### src/rtl/weighted_rr_arb_if.sv
// Handshake bundle for weighted_rr_arb: N request channels in, one arbitrated stream out.
interface weighted_rr_arb_if #(
  parameter int unsigned p_num_reqs    = 4,
  parameter int unsigned p_data_width  = 32,
  parameter int unsigned p_weight_bits = 2
);
  logic [p_num_reqs-1:0]               in_val;
  logic [p_num_reqs-1:0]               in_rdy;
  logic [p_num_reqs*p_data_width-1:0]  in_data;
  logic [p_num_reqs-1:0]               in_last;
  logic [p_num_reqs*p_weight_bits-1:0] weight;
  logic                                out_val;
  logic                                out_rdy;
  logic [p_data_width-1:0]             out_data;
  logic                                out_last;
  logic [p_num_reqs-1:0]               gnt;

  modport slave (
    input  in_val, in_data, in_last, weight, out_rdy,
    output in_rdy, out_val, out_data, out_last, gnt
  );

  modport master (
    output in_val, in_data, in_last, weight, out_rdy,
    input  in_rdy, out_val, out_data, out_last, gnt
  );
endinterface

### src/rtl/weighted_rr_arb.sv
// Burst-locked weighted round-robin arbiter: a winner keeps the bus for a whole burst and
// may win up to weight[i] consecutive bursts before the pointer moves past it.
module weighted_rr_arb #(
  parameter int unsigned p_num_reqs    = 4,
  parameter int unsigned p_data_width  = 32,
  parameter int unsigned p_weight_bits = 2
) (
  input  logic             clk,
  input  logic             rst,
  weighted_rr_arb_if.slave bus
);

  localparam int unsigned LP_IDX_W   = (p_num_reqs > 1) ? $clog2(p_num_reqs) : 1;
  localparam int unsigned LP_CNT_MAX = (1 << p_weight_bits) - 1;

  typedef enum logic {
    ST_IDLE   = 1'b0,
    ST_LOCKED = 1'b1
  } state_t;

  state_t                   r_state, w_state_nxt;
  logic [LP_IDX_W-1:0]      r_owner, w_owner_nxt;
  logic [LP_IDX_W-1:0]      r_ptr,   w_ptr_nxt;
  logic [LP_IDX_W-1:0]      r_lidx,  w_lidx_nxt;
  logic [p_weight_bits-1:0] r_cnt,   w_cnt_nxt;

  logic                     w_rr_found;
  logic [LP_IDX_W-1:0]      w_rr_idx;
  logic                     w_has_sel;
  logic [LP_IDX_W-1:0]      w_sel;
  logic [p_weight_bits-1:0] w_weight_sel;
  logic [p_weight_bits-1:0] w_weight_eff;
  logic [p_weight_bits:0]   w_n;
  logic                     w_xfer;
  logic                     w_done;

  // (base + off) mod N, with both operands already below N
  function automatic logic [LP_IDX_W-1:0] f_wrap(input logic [LP_IDX_W-1:0] base,
                                                 input int unsigned off);
    int unsigned v;
    v = 32'(base) + off;
    if (v >= p_num_reqs) v = v - p_num_reqs;
    return LP_IDX_W'(v);
  endfunction

  // First requester in scan order ptr, ptr+1, ..., wrapping
  always_comb begin
    w_rr_found = 1'b0;
    w_rr_idx   = '0;
    for (int unsigned k = 0; k < p_num_reqs; k++) begin
      if (!w_rr_found && bus.in_val[f_wrap(r_ptr, k)]) begin
        w_rr_found = 1'b1;
        w_rr_idx   = f_wrap(r_ptr, k);
      end
    end
  end

  assign w_sel     = (r_state == ST_LOCKED) ? r_owner : w_rr_idx;
  assign w_has_sel = !rst && ((r_state == ST_LOCKED) || w_rr_found);

  // Zero-latency mux from the selected channel to the output
  always_comb begin
    bus.gnt      = '0;
    bus.in_rdy   = '0;
    bus.out_val  = 1'b0;
    bus.out_data = '0;
    bus.out_last = 1'b0;
    w_weight_sel = '0;
    for (int unsigned i = 0; i < p_num_reqs; i++) begin
      if (w_has_sel && (w_sel == LP_IDX_W'(i))) begin
        bus.gnt[i]    = 1'b1;
        bus.in_rdy[i] = bus.out_rdy;
        bus.out_val   = bus.in_val[i];
        bus.out_data  = bus.in_data[i*p_data_width +: p_data_width];
        bus.out_last  = bus.in_last[i];
        w_weight_sel  = bus.weight[i*p_weight_bits +: p_weight_bits];
      end
    end
  end

  assign w_xfer       = bus.out_val & bus.out_rdy;
  assign w_done       = w_xfer & bus.out_last;
  assign w_weight_eff = (w_weight_sel == '0) ? p_weight_bits'(1) : w_weight_sel;

  // Consecutive-burst count, saturating at the counter's maximum
  always_comb begin
    w_n = (p_weight_bits+1)'(1);
    if (w_sel == r_lidx) begin
      w_n = {1'b0, r_cnt} + (p_weight_bits+1)'(1);
      if (w_n > (p_weight_bits+1)'(LP_CNT_MAX)) w_n = (p_weight_bits+1)'(LP_CNT_MAX);
    end
  end

  always_comb begin
    w_state_nxt = r_state;
    w_owner_nxt = r_owner;
    w_ptr_nxt   = r_ptr;
    w_cnt_nxt   = r_cnt;
    w_lidx_nxt  = r_lidx;
    case (r_state)
      ST_IDLE: begin
        if (w_xfer && !bus.out_last) begin
          w_state_nxt = ST_LOCKED;
          w_owner_nxt = w_sel;
        end
      end
      ST_LOCKED: begin
        if (w_done) w_state_nxt = ST_IDLE;
      end
      default: w_state_nxt = ST_IDLE;
    endcase
    if (w_done) begin
      w_lidx_nxt = w_sel;
      if (w_n >= {1'b0, w_weight_eff}) begin
        w_ptr_nxt = f_wrap(w_sel, 1);
        w_cnt_nxt = '0;
      end else begin
        w_ptr_nxt = w_sel;
        w_cnt_nxt = p_weight_bits'(w_n);
      end
    end
  end

  always_ff @(posedge clk) begin
    if (rst) begin
      r_state <= ST_IDLE;
      r_owner <= '0;
      r_ptr   <= '0;
      r_cnt   <= '0;
      r_lidx  <= '0;
    end else begin
      r_state <= w_state_nxt;
      r_owner <= w_owner_nxt;
      r_ptr   <= w_ptr_nxt;
      r_cnt   <= w_cnt_nxt;
      r_lidx  <= w_lidx_nxt;
    end
  end

endmodule

### src/flat_wrapper.sv
// flat-port wrapper written by rule: the top's interface ports become plain ports
module weighted_rr_arb_flat 
#(
  parameter int unsigned p_num_reqs    = 4,
  parameter int unsigned p_data_width  = 32,
  parameter int unsigned p_weight_bits = 2
)
  (clk, rst, bus_in_val, bus_in_data, bus_in_last, bus_weight, bus_out_rdy, bus_in_rdy, bus_out_val, bus_out_data, bus_out_last, bus_gnt);
  weighted_rr_arb_if #(.p_num_reqs(p_num_reqs), .p_data_width(p_data_width), .p_weight_bits(p_weight_bits)) bus_i ();
  input  logic clk;
  input  logic rst;
  input wire logic [$bits(bus_i.in_val)-1:0] bus_in_val;
  input wire logic [$bits(bus_i.in_data)-1:0] bus_in_data;
  input wire logic [$bits(bus_i.in_last)-1:0] bus_in_last;
  input wire logic [$bits(bus_i.weight)-1:0] bus_weight;
  input wire logic [$bits(bus_i.out_rdy)-1:0] bus_out_rdy;
  output wire logic [$bits(bus_i.in_rdy)-1:0] bus_in_rdy;
  output wire logic [$bits(bus_i.out_val)-1:0] bus_out_val;
  output wire logic [$bits(bus_i.out_data)-1:0] bus_out_data;
  output wire logic [$bits(bus_i.out_last)-1:0] bus_out_last;
  output wire logic [$bits(bus_i.gnt)-1:0] bus_gnt;
  assign bus_i.in_val = bus_in_val;
  assign bus_i.in_data = bus_in_data;
  assign bus_i.in_last = bus_in_last;
  assign bus_i.weight = bus_weight;
  assign bus_i.out_rdy = bus_out_rdy;
  assign bus_in_rdy = bus_i.in_rdy;
  assign bus_out_val = bus_i.out_val;
  assign bus_out_data = bus_i.out_data;
  assign bus_out_last = bus_i.out_last;
  assign bus_gnt = bus_i.gnt;
  weighted_rr_arb #(.p_num_reqs(p_num_reqs), .p_data_width(p_data_width), .p_weight_bits(p_weight_bits)) u_core (.clk(clk), .rst(rst), .bus(bus_i));
endmodule
### config.mk
export PLATFORM = sky130hd
export DESIGN_NAME = weighted_rr_arb_flat
export DESIGN_NICKNAME = d
export VERILOG_FILES = /design/src/rtl/weighted_rr_arb_if.sv /design/src/rtl/weighted_rr_arb.sv /design/src/flat_wrapper.sv
export SDC_FILE = /design/constraint.sdc
export NUM_CORES = 1
export LEC_CHECK = 0
export ABC_AREA = 1
export BUFFER_PORTS_ARGS = -buffer_cell sky130_fd_sc_hd__buf_4
export CAP_MARGIN = 20
export CORE_ASPECT_RATIO = 0.9
export CORE_UTILIZATION = 39
export CTS_CLUSTER_SIZE = 14
export DETAILED_ROUTE_END_ITERATION = 6
export GPL_TIMING_DRIVEN = 0
export HOLD_SLACK_MARGIN = 0.03
export PLACE_DENSITY = 0.93
export SYNTH_ARGS = -nofsm -noshare
export SYNTH_HDL_FRONTEND = slang
export SYNTH_SLANG_ARGS = --single-unit
### constraint.sdc
create_clock -name clk -period 4.9 [get_ports clk]
set_input_delay 0.98 -clock clk [delete_from_list [all_inputs] [get_ports clk]]
set_output_delay 0.98 -clock clk [all_outputs]
set_load 0.01 [all_outputs]
======== Word-level counts from Yosys, hierarchy flattened ========
Index checks and enable logic that the tools add are counted.
storage, ports and cells
  logic and storage cells ................. 105
  bits of input ports ..................... 147
  output and inout port bits .............. 42
  register bits after elaboration ......... 9
cells by class
  eq/ne operators ......................... 4
  bitwise operators ....................... 3
  add/subtract/negate cells ............... 10
  muxes and demuxes ....................... 54
  order comparisons ....................... 11
  reductions and logical operators ........ 18
operators by type and width
  kind                                                 count
  two-way mux 32 bit                                   4
  two-way mux 2 bit                                    17
  two-way mux 1 bit                                    26
  >= comparator 3 bit, second input constant           4
  < comparator 2 x 3 -> 1 bit, second input constant   4
  subtractor 2 x 1 -> 2 bit, second input constant     5
  adder 2 x 1 -> 3 bit, second input constant          3
  logical AND 1 bit                                    9
  binary-select mux 1 bit (select 2 bit)               4
  adder 2 x 2 -> 3 bit, second input constant          2
  two-way mux 3 bit                                    2
  logical NOT 1 bit                                    5
  equality test 2 bit, second input constant           2
  logical NOT 2 bit                                    2
  >= comparator 2 x 3 -> 1 bit, second input constant  1
  >= comparator 3 x 2 -> 1 bit                         1
  > comparator 3 x 2 -> 1 bit, second input constant   1
  bitwise AND 1 bit                                    2
  equality test 2 x 1 -> 1 bit, second input constant  1
  equality test 2 bit                                  1
  one-hot mux 1 bit (2 select lines)                   1
  AND reduction 2 bit                                  1
  logical OR 1 bit                                     1
  inverter 1 bit                                       1

======== Depth between registers and ports, before layout ========
Gate-level depths: netlist (run 1).
  depth in word-level cells ............... 25
  depth in mapped cells ................... 27

======== Least setup slack after synthesis (run 1) ========
OpenSTA, ideal clock, no wires.
  path type ............................... input to output
  start point ............................. in bus_in_val[1]
  end point ............................... out bus_out_data[20]
  data required time ...................... 3.920 ns
  path buffers ............................ 1
  arrival time ............................ 3.018 ns
  setup slack ............................. 0.902 ns
  cell stages on the path ................. 17
  cells stage by stage .................... inv_1 > nand2_1 > nand3_1 > nand2_2 > nor2_4 > nand3_1 > nand2_1 > nand3_2 > nand2_4 > ha_1 > nand2_4 > inv_2 > clkbuf_1 > nand2_1 > nand3_1 > o21ai_0 > o21ai_0
between the ends
  cells in the longest elaborated chain, start to end .. 19
RTL lines
  element                                  RTL line               RTL
  start: declaration                       flat_wrapper.sv:12     input wire logic [$bits(bus_i.in_val)-1:0] bus_in_val;
  binary-select mux 1 bit (select 2 bit)   weighted_rr_arb.sv:51  if (!w_rr_found && bus.in_val[f_wrap(r_ptr, k)]) begin
  two-way mux 1 bit (implied by the code)  weighted_rr_arb.sv:51
  two-way mux 1 bit                        weighted_rr_arb.sv:51
  logical NOT 1 bit                        weighted_rr_arb.sv:51
  logical AND 1 bit                        weighted_rr_arb.sv:51
  two-way mux 1 bit                        weighted_rr_arb.sv:51
  logical NOT 1 bit                        weighted_rr_arb.sv:51
  logical AND 1 bit                        weighted_rr_arb.sv:51
  (+2 left out)                            --
  logical AND 1 bit                        weighted_rr_arb.sv:51
  two-way mux 2 bit *                      weighted_rr_arb.sv:51
  two-way mux 2 bit *                      weighted_rr_arb.sv:58  assign w_sel = (r_state == ST_LOCKED) ? r_owner : w_rr_idx;
  net u_core.w_sel[0]                      weighted_rr_arb.sv:30  logic [LP_IDX_W-1:0] w_sel;
  logical NOT 2 bit                        weighted_rr_arb.sv:70  if (w_has_sel && (w_sel == LP_IDX_W'(i))) begin
  logical AND 1 bit                        weighted_rr_arb.sv:70
  two-way mux 32 bit (3 in series)         weighted_rr_arb.sv:70
  two-way mux 32 bit *                     weighted_rr_arb.sv:70
  end: declaration                         flat_wrapper.sv:19     output wire logic [$bits(bus_i.out_data)-1:0] bus_out_data;
Mark *: on every way through the listed nets, which the timed path passes. The rest lies on a longest branch. The select of a mux whose other input is x is not followed.

======== Final worst setup path (run 1) ========
  start point ............................. in bus_in_val[2]
  end point ............................... out bus_out_data[6]
The elaborated chain is that of the path after synthesis.

==> results.md, run 1 <==
- The netlist uses 30 different library cells.
- Of the total power, the share spent switching nets is 0.5218.
- The final core area utilization is 0.6980.
- The slew at the pin with the worst max-slew slack is roughly 0.63 ns.
- The area of the core is ~0.0053 sq mm.
- The initial utilization of the core area, before any placement, comes to 0.4062.
- The worst max-slew margin expressed relative to the limit is 0.5805.
- For this run, the leading register cell type out of synthesis is dfxtp_1.
- Using the TritonRoute via totals, the vias-per-cell ratio works out to 5.232.
- The highest attainable clock frequency is around 0.22 GHz.
- The overall die width is ~80 microns.
- Ranked by instance count, the synthesized netlist is headed by nand2_1 (140), nand3_1 (79), o21ai_0 (61).
- The worst hold path belongs to the class reg2reg.
- The synthesized flop and latch total is 9.
- The total nets after synthesis is approximately 570.
- In this run the static leakage power is between 0.002 and 0.0025 uW.
- In this run the worst path has a maximum fanout of 10.
- In the final design database the tool counted 758 nets.
- The portion of the clock cycle consumed by the worst path in the final layout is 0.9487.
- The average wire per cell in the routed design is between 10 and 15 microns.
- The minimum clock period is between 4 and 5 ns.
- The initial antenna violation count is 0.
- The internal cell power is 640.7 uW.
- The aggregate negative setup slack is 0 ns.
- The total overflow left after global routing is 0.
- By area the synthesized netlist is led by nand2_1 (24%), nand3_1 (18%), o21ai_0 (14%).
- During placement, the flow inserted port buffers numbering 188.
- The max-slew violation count was 0.
- The share of post-route cells with drive strength above 1 is 0.3878.
- The number of hold-slack violations in the final timing report is 0.
- The number of standard-cell rows in the floorplan is 25.
- The final standard cell count with taps included and fillers excluded is 673.
- For the final database, setup skew stands at 0.003428 ns.
- The data required time of the critical path is 3.92 ns.
- The number of global-route vias before repair is 3148.
- CTS placed an instance of clkbuf_8 at the clock tree root.
- STA classifies the critical path endpoint as an output pin.
- The die covers between 0.005 and 0.006 sq mm.
- The final route contains ~3.5k vias.
- The power per cell area is between 300 and 400 mW/mm^2.
- TritonCTS built the clock tree.
- The arrival time reported for the critical path endpoint is 3.67 ns.
- The buffer levels on the longest clock path is 2.
- The biggest area contributor in the post-synthesis netlist is nand2_1.
- Summing all multi-input logic gate instances after layout gives between 0.0015 and 0.002 sq mm.
- After clock tree synthesis, the clock-pin slew on the worst setup and hold paths is about 0.050 ns.
- The analysis attributes to net switching a power of approximately 700 uW.
- The first global-routing pass estimated between 10000 and 15000 microns of wire.
- The first TritonRoute pass finished after 7 iterations.
- The mean post-synth cell area is a little over 5 sq um.
- The share of total power dissipated in sequential elements is 0.070.
- The total CTS buffers is 3.
- Across the VDD grid, the largest voltage drop is 0.0002047 V.
- Across the run, the number of max-cap violations was 0.
- The I/O pin total is approximately 190.
- The detailed placer's ending HPWL is between 7000 and 8000 microns.
- The most frequently used cell type in the post-synthesis netlist is nand2_1.
- Counting tap cells, the placed design contains a total of 669 instances.
- The count of synthesis-stage warnings from yosys is 0.
- The sequential-to-total area share from yosys stat is 0.08392.
- The number of design rule violations left after detail routing is 0.
- By startpoint and endpoint, the worst setup path is classified as in2out.
- Of the total power, the clock network draws 0.068.
- Across every metal layer, demand over resource in global routing totals 0.3145.
- The worst setup path is launched from an input pin.
- The share of total power dissipated in combinational logic is 0.862.
- The flow ran to the end, and the final reports show no timing, DRC or antenna violations.
- The count of flip-flops with a built-in enable after synthesis is 0.
- The y dimension of the die is 72.39 microns.
- The number of antenna diodes in the final layout is 0.
- The pin count of the biggest net entering global routing is 11.
- The source-to-sink clock delay at the later pin of the worst-skew pair is about 0.24 ns.
- The count of nets left with antenna violations after detail routing is 0.
- The sequential cell area is approximately 180 sq um.
- At the end of routability-driven placement, the weighted congestion stood at approximately 0.91.
- The number of clock sinks seen by CTS is 9.
- The sum of routed wire length over all layers is around 9500 microns.
- The count of routing violations after the opening detailed-route iteration is between 150 and 200.
- Setup repair after global routing left no endpoint under its margin.
- The design draws approximately 1300 uW.
- The area growth from synthesis to layout is 71.85%.
- The filler cell count is approximately 470.
- The cell area after synthesis is roughly 0.0021 sq mm.
- Of the post-synthesis cell area, the dominant cell type holds 0.2448.
- CTS built an H-tree with a depth of 1.
- The number of cells produced by synthesis is 414.
- The proportion of synthesized flip-flops having asynchronous set or reset is 0.
- Setup violations remaining at the end of the flow were counted as 0.
## critical path: stages
cell and delay [ns]:
buf_4 0.11, inv_1 0.08, nand2_1 0.07, nand3_1 0.11, nand2_2 0.10, nor2_4 0.15, nand3_1 0.08, nand2_1 0.11
nand3_2 0.13, nand2_4 0.14, ha_1 0.20, nand2_4 0.07, inv_2 0.15, clkbuf_1 0.38, nand2_1 0.11, nand3_1 0.10
o21ai_0 0.08, o21ai_0 0.31, buf_4 0.19
## per-stage QoR
stage	hold WS (ns)	instance area (sq um)	worst slack (ns)
global route	0.5121	3690	0.02846
floorplan	0.4554	2147	0.9020
finish	0.4981	3690	0.2514
global placement	0.4680	3642	0.3250
CTS	0.4939	3689	0.2171
detailed placement	0.4868	3642	0.2287
## placed cells by master, fill, tap and decap left out, types with 5 or more instances in the layout
cell type	n
nand2_1	140
buf_4	188
clkbuf_1	9
a21oi_1	6
inv_1	24
nand3_1	79
dfxtp_1	9
inv_2	5
buf_2	11
o21ai_0	61
nand2_2	8
nand2_4	5
o21ai_1	6
nor2_1	22
## worst paths after layout
path | start | endpoint | slack, ns | cells past startpoint
max | bus_in_val[2] | bus_out_data[6] | 0.25 | 19
min | u_core.r_owner[0]$_SDFFE_PP0P_ | u_core.r_owner[0]$_SDFFE_PP0P_ | 0.50 | 2
max reg2reg | u_core.r_ptr[0]$_SDFFE_PP0P_ | u_core.r_ptr[0]$_SDFFE_PP0P_ | 0.92 | 22
min reg2reg | u_core.r_owner[0]$_SDFFE_PP0P_ | u_core.r_owner[0]$_SDFFE_PP0P_ | 0.50 | 2
## power groups by stage
stage / Clock (uW) / Combinational [uW] / Sequential [uW]
floorplan: 0 / 661 / 92.8
global placement: 0 / 1130 / 93.7
detailed placement: 0 / 1150 / 94.6
CTS: 92.5 / 1150 / 93.1
global route: 94.9 / 1280 / 94.7
finish: 91.1 / 1160 / 93.4
## logic make-up after synthesis
logic type	Yosys count	share of synthesized area
AO/OA/AOI/OAI	77	0.1847
AND/OR/NAND/NOR	266	0.5868
adder cells (fa/ha/maj)	4	0.02331
XOR/XNOR	1	0.004080
buffers and inverters	57	0.1171
flip-flops	9	0.08391
## what timing repair did
| action | CTS | global route |
|---|---|---|
| gates resized for setup | 0 | 2 |
| setup endpoints to repair | 0 | 1 |
| buffers inserted | 0 | 0 |
| hold buffers | 0 | 0 |
## routing by layer
| layer | wire length (microns) | GRT usage |
|---|---|---|
| met5 | 0 | 0 |
| met1 | 3462 | 0.3494 |
| met3 | 873 | 0.09560 |
| met2 | 4614 | 0.5271 |
| met4 | 518 | 0.1925 |
## cell type report
cell class / instances / share of cell area
clock inverter: 1 / 0.001356
sequential: 9 / 0.04883
tap: 67 / 0.02272
clock buffer: 3 / 0.01119
multi-input combinational: 348 / 0.4649
inverter: 31 / 0.03188
buffer: 26 / 0.03662
timing repair buffer: 188 / 0.3825
Power figures use the tool's default switching activity.
==> run 2, diff against run 1 <==
==> constraint.sdc (replaced) <==
create_clock -name clk -period 4.7 [get_ports clk]
set_input_delay 0.94 -clock clk [delete_from_list [all_inputs] [get_ports clk]]
set_output_delay 0.94 -clock clk [all_outputs]
set_load 0.01 [all_outputs]
==> run 2 against run 1 <==
  * Utilization increased by 0.14 points
  * Routed wire length about the same
  * Global-route usage unchanged
  * Worst hold slack got worse by 0.0033 ns
  * Sequential share of layout area about the same
  * Sequential power increased by 4.2%
  * Critical path type unchanged
  * Critical endpoint is now bus_out_data[9]
==> results.md, run 2 (same netlist as run 1, synthesis figures left out) <==
- The routed design uses between 800 and 900 microns of met3 wire.
- The total track usage is 0.3145.
- The final setup violation count is 0.
- The type of the worst setup path is in2out.
- For this block, the initial DRC count from the detailed router was 197.
- The number of antenna repair diodes is 0.
- The peak supply drop is around 0.00021 V.
- Counting the buffers created by CTS gives 3.
- The last weighted congestion value of the routability-driven placer is about 0.91.
- The stage delay of the slowest cell on the critical path is about 0.31 ns.
- Traced cell by cell, the critical path runs through buf_4 -> inv_1 -> nand2_1 -> nand3_1 -> nand2_2 -> nor2_4 -> nand3_1 -> nand3_1 -> nand2_1 -> nand2_4 -> inv_1 -> ha_1 -> nand2_4 -> buf_6 -> buf_2 -> nand3_1 -> nand3_1 -> o21ai_0 -> o21ai_0 -> buf_4.
- The area of the core is ~0.0053 sq mm.
- The setup skew after layout is approximately 0.0042 ns.
- STA classifies the critical path endpoint as an output pin.
- In the final layout, the share of cells above drive strength 1 is 0.3927.
- In the final routing, the length of wire on met1 measures between 3000 and 4000 microns.
- Setup repair after global routing left no endpoint under its margin.
- Leaving out fill and tap cells, the most frequent cell in the layout is buf_4.
- The quantity of I/O buffers inserted on ports is around 190.
- The length of the first detailed-routing pass in iterations is 7.
- The post-route cell area is around 0.0037 sq mm.
- Headroom to the max-slew limit came out at 0.6693.
- The y dimension of the die is slightly above 70 microns.
- Row generation in the floorplan step produced 25 rows.
- The portion of the clock cycle consumed by the worst path in the final layout is 0.9562.
- The flow ran to the end, and the final reports show no timing, DRC or antenna violations.
- TritonCTS built the clock tree.
- The initial antenna violation count is 0.
- Relative to the synthesized area, the layout overhead comes to 72.20%.
- The clock passes through at most 2 buffers.
- The number of levels the H-tree was split into is 1.
- The I/O pin total is ~190.
- The global-route wire length before repair is 14380 microns.
- The minimum clock period is roughly 4.5 ns.
- In the detailed route, the total length drawn on met2 is ~4600 microns.
- The uppermost metal layer occupied by signal nets is met4.
- Leaving out fill and tap cells, the most frequent cells in the layout are buf_4 (188), nand2_1 (140), nand3_1 (79), o21ai_0 (60), inv_1 (24).
- The final-stage net count is 758.
- The average wire per cell in the routed design is roughly 14 microns.
- Detailed routing inserted a total of 3511 vias.
- Using the TritonRoute via totals, the vias-per-cell ratio works out to between 5 and 6.
- For this configuration, the core starts out at a cell density of 0.4062.
- The die covers 0.005806 sq mm.
- For the worst setup path, the data arrival time is between 3 and 4 ns.
- Clock tree synthesis found a total of 9 sinks.
- Across the run, the number of max-cap violations was 0.
- The number of global-route vias before repair is about 3.1k.
- Clock-pin slew was measured on the worst setup and hold paths at around 0.050 ns.
- The number of design rule violations left after detail routing is 0.
- For the pin with the worst max-slew slack, the measured transition is 0.4960 ns.
- The final global-route overflow total is 0.
- For this design the ratio of total power to cell area is around 380 mW/mm^2.
- Grouping stages by cell kind, the critical path spends the most delay in simple AND/OR/NAND/NOR gates.
- The root buffer cell is clkbuf_8.
- Along the worst path, the maximum fanout reaches 10.
- The path class of the tightest hold or removal check is reg2reg.
- Measured along the x axis, the die boundary spans about 80 microns.
- The most numerous cell type found on the critical path is nand3_1.
- The max-slew violation count is 0.
- The sum of routed wire length over all layers is around 9500 microns.
- Timing would allow up to approximately 0.22 GHz.
- The startpoint type of the worst setup path is an input pin.
- Entering global routing, the biggest net connects 11 pins.
- The count of nets left with antenna violations after detail routing is 0.
- The HPWL after detailed placement is a little under 8000 microns.
- Setup total negative slack on the finished layout was measured at 0 ns.
- For the worst-skew pair, the clock arrives at the later sink with an insertion delay of ~0.24 ns.
- The data required time of the critical path is about 3.8 ns.
- The static power due to leakage is between 0.002 and 0.0025 uW.
- The placed instances occupy a cell area of 0.003642 sq mm.
- Post-CTS timing repair inserted 0 buffers for setup.
- The number of buffers and inverters on the critical path is 6.
- The number of hold-slack violations in the final timing report is 0.
- The highest-delay cell along the critical path is o21ai_0.
-- run 2: cell count changes in the layout (fill, tap and decap cells not counted) --
cell | previous run | this run
o21ai_0 | 61 | 60
o21ai_1 | 6 | 7
clkbuf_2 | 1 | 3
a211oi_2 | 0 | 1
clkbuf_1 | 9 | 7
a211oi_1 | 1 | 0
-- run 2: worst register-to-register path, cell delays in order (launching register included) --
cell and delay, ns:
dfxtp_1 0.36, buf_6 0.15, nand2_1 0.07, nand3_1 0.12, nand2_2 0.10, nor2_4 0.15
nand3_1 0.08, nand2_1 0.11, nand3_2 0.13, nand2_4 0.14, inv_1 0.07, ha_1 0.22
nand2_4 0.14, buf_2 0.26, buf_2 0.26, o21ai_0 0.11, o211ai_1 0.21, ha_1 0.28
a211oi_2 0.37, xor2_1 0.19, nand3_1 0.09, nand2_1 0.07, nor2_1 0.04
-- run 2: report_power, final --
group	internal [uW]	switching (uW)	total [uW]
combinational	525	689	1210
sequential	89.3	8.00	97.3
clock	58.2	36.1	94.4
-- run 2: cell type report --
type | count | area, sq um
Fill cell | 464 | 1589
Clock inverter | 1 | 5.005
Multi-Input combinational cell | 348 | 1720
Timing Repair Buffer | 188 | 1411
Sequential cell | 9 | 180.2
Tap cell | 67 | 83.83
Inverter | 31 | 117.6
Buffer | 26 | 137.6
Clock buffer | 3 | 41.29
-- run 2: repair_timing --
item / 4_1_cts / 5_1_grt
gates resized for setup: 0 / 8
endpoints found under the setup margin: 0 / 18
hold buffers: 0 / 0
-- run 2: path summary, 6_finish.rpt --
| check | to | cells after the start | start | slack, ns |
|---|---|---|---|---|
| max | bus_out_data[9] | 20 | bus_in_val[2] | 0.21 |
| min | u_core.r_owner[0]$_SDFFE_PP0P_ | 2 | u_core.r_owner[0]$_SDFFE_PP0P_ | 0.49 |
| max reg2reg | u_core.r_ptr[0]$_SDFFE_PP0P_ | 22 | u_core.r_ptr[0]$_SDFFE_PP0P_ | 0.88 |
| min reg2reg | u_core.r_owner[0]$_SDFFE_PP0P_ | 2 | u_core.r_owner[0]$_SDFFE_PP0P_ | 0.49 |
-- run 2: through the flow --
stage	total power [uW]	hold WS [ns]	utilization	setup WS, ns	instances
2_1_floorplan	786.1	0.4554	-	0.7820	414
3_3_place_gp	1275	0.4680	0.6890	0.1669	669
3_5_place_dp	1297	0.4868	0.6890	0.09365	669
4_1_cts	1397	0.4939	0.6978	0.09712	673
5_1_grt	1535	0.5121	0.6994	0.01284	673
6_report	1405	0.4948	0.6994	0.2059	673
-- run 2: per-layer routing --
layer | global-route usage | vias to the layer above
met1 | 0.3494 | 1506
met5 | 0 | -
li1 | - | 1746
met2 | 0.5271 | 211
met4 | 0.1925 | 0
met3 | 0.09560 | 48
==> run 3, diff against run 2 <==
--- a/config.mk
+++ b/config.mk
@@ -5,16 +5,15 @@
 export SDC_FILE = /design/constraint.sdc
 export NUM_CORES = 1
 export LEC_CHECK = 0
-export ABC_AREA = 1
 export BUFFER_PORTS_ARGS = -buffer_cell sky130_fd_sc_hd__buf_4
 export CAP_MARGIN = 20
-export CORE_ASPECT_RATIO = 0.9
-export CORE_UTILIZATION = 39
+export CORE_AREA = 2 2 73 75
 export CTS_CLUSTER_SIZE = 14
 export DETAILED_ROUTE_END_ITERATION = 6
+export DIE_AREA = 0 0 75 77
 export GPL_TIMING_DRIVEN = 0
 export HOLD_SLACK_MARGIN = 0.03
-export PLACE_DENSITY = 0.93
+export PLACE_DENSITY = 0.95
 export SYNTH_ARGS = -nofsm -noshare
 export SYNTH_HDL_FRONTEND = slang
 export SYNTH_SLANG_ARGS = --single-unit
==> constraint.sdc (replaced) <==
create_clock -name clk -period 5.8 [get_ports clk]
set_input_delay 1.16 -clock clk [delete_from_list [all_inputs] [get_ports clk]]
set_output_delay 1.16 -clock clk [all_outputs]
set_load 0.01 [all_outputs]
==> run 3 against run 2 <==
  * Synthesized cell count shrank 30%
  * Non-clock buffer count grew 5
  * Utilization grew 1.0 points
  * Largest power group unchanged
  * Critical endpoint is now bus_out_data[6]
==> results.md, run 3 <==
- At the later pin of the worst-skew pair, clock insertion delay measures ~0.24 ns.
- The length of the first detailed-routing pass in iterations is 5.
- Measured along the y axis, the die boundary spans slightly below 80 microns.
- The mean post-synth cell area is 6.836 sq um.
- The repair_antennas step left the layout with diodes totalling 0.
- Entering global routing, the biggest net connects 11 pins.
- The number of gates given a new drive strength after cts is 0.
- The routed design could run at a clock period as short as 5.391 ns.
- For this block, the routed nets add up to ~9500 microns of wire.
- The area enclosed by the die boundary is about 0.0058 sq mm.
- Synthesis instantiated 50 different standard cells from the library.
- The internal cell power is between 300 and 400 uW.
- The max-capacitance violation count is 0.
- By area, the combinational part of the netlist is dominated by compound AO/OA/AOI/OAI gates.
- The worst setup path is of the in2out kind.
- The worst hold path begins at u_core.r_cnt[1]$_SDFFE_PP0P_.
- The clock edge transition at the registers on the reported setup and hold paths is 0.05 ns.
- From synthesis to final layout, the design area changed by 77.61%.
- After detailed routing, the average wire length per cell comes to ~17 microns.
- Buffers added to address setup during post-CTS repair amount to 0.
- The max-slew violation count is 0.
- The top flip-flop cell by instance count after synthesis is dfxtp_1.
- Clock skew on the completed layout was measured at between 0.003 and 0.004 ns.
- The aggregate negative setup slack is 0 ns.
- Setup violations remaining at the end of the flow were counted as 0.
- The wire length on met2 is around 4800 microns.
- The congestion estimate from routability-driven global placement came to slightly above 0.9.
- In the final layout, the share of cells above drive strength 1 is 0.4369.
- The initial antenna violation count was 0.
- The final route contains roughly 3.2k vias.
- Of all nets on the critical path, the largest fanout is 10.
- Headroom to the max-slew limit came out at 0.5101.
- The sequential-to-total area share from yosys stat is 0.09057.
- TritonCTS built the clock tree.
- The sequential fraction of design power is 0.114.
- Data arrives at the worst endpoint at between 4 and 5 ns.
- In this run the critical register-to-register path is captured at u_core.r_ptr[1]$_SDFFE_PP0P_.
- The uppermost metal layer occupied by signal nets is met4.
- The xor and xnor area share after synthesis is 0.01321.
- The number of design rule violations left after detail routing is 0.
- The area of the core is around 0.005 sq mm.
- Of the total synthesized cell area, the portion taken by full adders, half adders and majority gates is 0.02516.
- Summed over all layers, the global routing overflow is 0.
- In the global route stage, overall resource usage came out at 0.3103.
- Ranked by total cell area, the synthesized netlist is headed by a221o_1 (17%), o211ai_1 (12%), a21oi_1 (10%).
- The startpoint identified for the worst register-to-register timing path is u_core.r_ptr[1]$_SDFFE_PP0P_.
- The number of hold buffers added after cts is 0.
- The switching part of the total is 0.4251.
- The buffer levels on the longest clock path is 2.
- In this run the clock root is driven by a clkbuf_8.
- The share of total power dissipated in combinational logic is 0.758.
- During I/O placement, the number of pins put on the boundary was 189.
- Setup repair after global routing left no endpoint under its margin.
- VDD sags by at most around 0.000087 V.
- The count of synthesis-stage warnings from yosys is 0.
- The initial cell density of the core is 0.3997.
- The final-stage net count is around 640.
- The top cell type's share of synthesized area is 0.1660.
- The global-route wire length before repair is ~14000 microns.
- The detailed router put a total of between 3000 and 4000 microns of wire on met1.
- The path class of the tightest hold or removal check is reg2reg.
- The cell area after synthesis is between 0.0015 and 0.002 sq mm.
- The number of cells on the worst hold path is 2.
- In this run the power density over the cells is ~170 mW/mm^2.
- The number of clock sinks seen by CTS is 9.
- The slew at the pin with the worst max-slew slack is between 0.7 and 0.8 ns.
- The switching power summed over all nets is 258.0 uW.
- On the final layout, the worst hold slack is approximately 0.48 ns.
- The number of cells produced by synthesis is just under 300.
- The overall die width is roughly 75 microns.
- Measured against the total synthesized area, the mux share comes to 0.04906.
- Yosys mapped a number of flops with a built-in enable equal to 0.
- The total cell area at the placement stage is ~0.0035 sq mm.
- The total met3 wirelength after detailed routing is about 690 microns.
- The floorplan has 26 rows.
- Using the TritonRoute via totals, the vias-per-cell ratio works out to around 5.8.
- The flow ran to the end, and the final reports show no timing, DRC or antenna violations.
- Summing all multi-input logic gate instances after layout gives between 0.0015 and 0.002 sq mm.
- In the layout the commonest cells are buf_4 (188), nand2_1 (42), a21oi_1 (40), a221o_1 (33), o211ai_1 (32).
- The most frequently used cell type in the post-synthesis netlist is nand2_1.
- The number of global-route vias before repair is about 3.0k.
- The count of nets left with antenna violations after detail routing is 0.
- The share of total power dissipated in the clock network is 0.128.
- Counting cells, the worst reg-to-reg path comes to 19.
- The static power due to leakage is ~0.0016 uW.
- The number of hold-slack violations in the final timing report is 0.
- The startpoint type of the worst setup path is an input pin.
- During placement, the flow inserted port buffers numbering about 190.
- For hold timing, the worst endpoint is u_core.r_cnt[1]$_SDFFE_PP0P_.
- The total CTS buffers is 3.
- For this block, the initial DRC count from the detailed router was roughly 220.
- The filler cell count is 441.
- After synthesis the netlist holds a flip-flop and latch count of 9.
- Ranked by instance count, the synthesized netlist is headed by nand2_1 (42), a21oi_1 (40), a221o_1 (33).
- The setup check on the worst reg-to-reg path leaves a slack of ~1.3 ns.
- The highest attainable clock frequency is between 0.15 and 0.2 GHz.
- The worst setup path is captured at an output pin.
- The number of levels the H-tree was split into is 1.
- The total nets after synthesis is around 440.
- The compound-gate portion of the synthesized area was 0.4918.
- Once detailed placement completed, the half-perimeter wirelength came to approximately 7800 microns.
- Dividing the final minimum period by the clock period gives 0.9295.
- The proportion of synthesized flip-flops having asynchronous set or reset is 0.
- The cell type with the highest aggregate area in the netlist is a221o_1.
- After routing the design area is approximately 0.0035 sq mm.
- The basic-gate share of the synthesized area counting and, or, nand and nor cells is 0.2409.
- STA puts the critical path data required time at 4.64 ns.
- In the final layout, flip-flops and latches occupy between 150 and 200 sq um.
- The commonest non-fill, non-tap cell in the layout is buf_4.
==> run 3: critical path, stage by stage <==
cell and delay, ns:
buf_4 0.14, nand2_1 0.09, a311oi_2 0.16, o31ai_1 0.61, inv_1 0.18, ha_1 0.27, buf_1 0.26, nor2_1 0.37
buf_2 0.31, a221o_1 0.18, o211ai_1 0.08, a21oi_1 0.24, buf_4 0.16
==> run 3: stage by stage <==
stage                     power, uW  cells  setup WS, ns    util
after floorplan               314.9    291         1.318       -
after global placement        512.2    549        0.5554  0.7009
after detailed placement      521.1    549        0.5018  0.7009
after CTS                     599.1    553        0.4802  0.7099
after global routing          642.1    553        0.2036  0.7099
final                         606.8    553        0.4088  0.7099
==> run 3: cells by family after synthesis <==
logic type	Yosys count
simple gates	99
flops	9
xor+xnor	3
fa+ha+maj	4
compound gates	128
buf+inv	40
mux	8
==> run 3: power groups by stage <==
stage / Clock (uW) / Sequential, uW / Combinational, uW
floorplan: 0 / 69.1 / 246
global placement: 0 / 69.9 / 442
detailed placement: 0 / 70.2 / 451
CTS: 75.8 / 69.0 / 454
global route: 79.9 / 69.3 / 493
finish: 77.6 / 69.1 / 460
==> run 3: layout make-up <==
| cell class | instances | share of cell area |
|---|---|---|
| flip-flops and latches | 9 | 0.05099 |
| multi-input cells | 242 | 0.4618 |
| well taps | 70 | 0.02479 |
| inverters | 9 | 0.009561 |
| plain buffers | 31 | 0.04072 |
| clock buffers | 4 | 0.01275 |
| repair buffers | 188 | 0.3994 |
==> run 3: worst max-delay path by stage <==
stage | startpoint | endpoint | slack (ns)
after floorplan | bus_in_val[3] | bus_out_data[11] | 1.32
after global placement | bus_in_val[0] | bus_out_data[4] | 0.56
after detailed placement | bus_in_val[0] | bus_out_data[3] | 0.50
after CTS | bus_in_val[0] | bus_out_data[3] | 0.48
after global routing | bus_in_val[2] | bus_out_data[25] | 0.20
final | bus_in_val[0] | bus_out_data[6] | 0.41
==> run 3: routing by layer <==
metal  global-route usage  up-vias
met2               0.5167      163
met1               0.3909     1481
met4               0.1143        0
li1                     -     1506
met5                    0        -
met3              0.05125       30
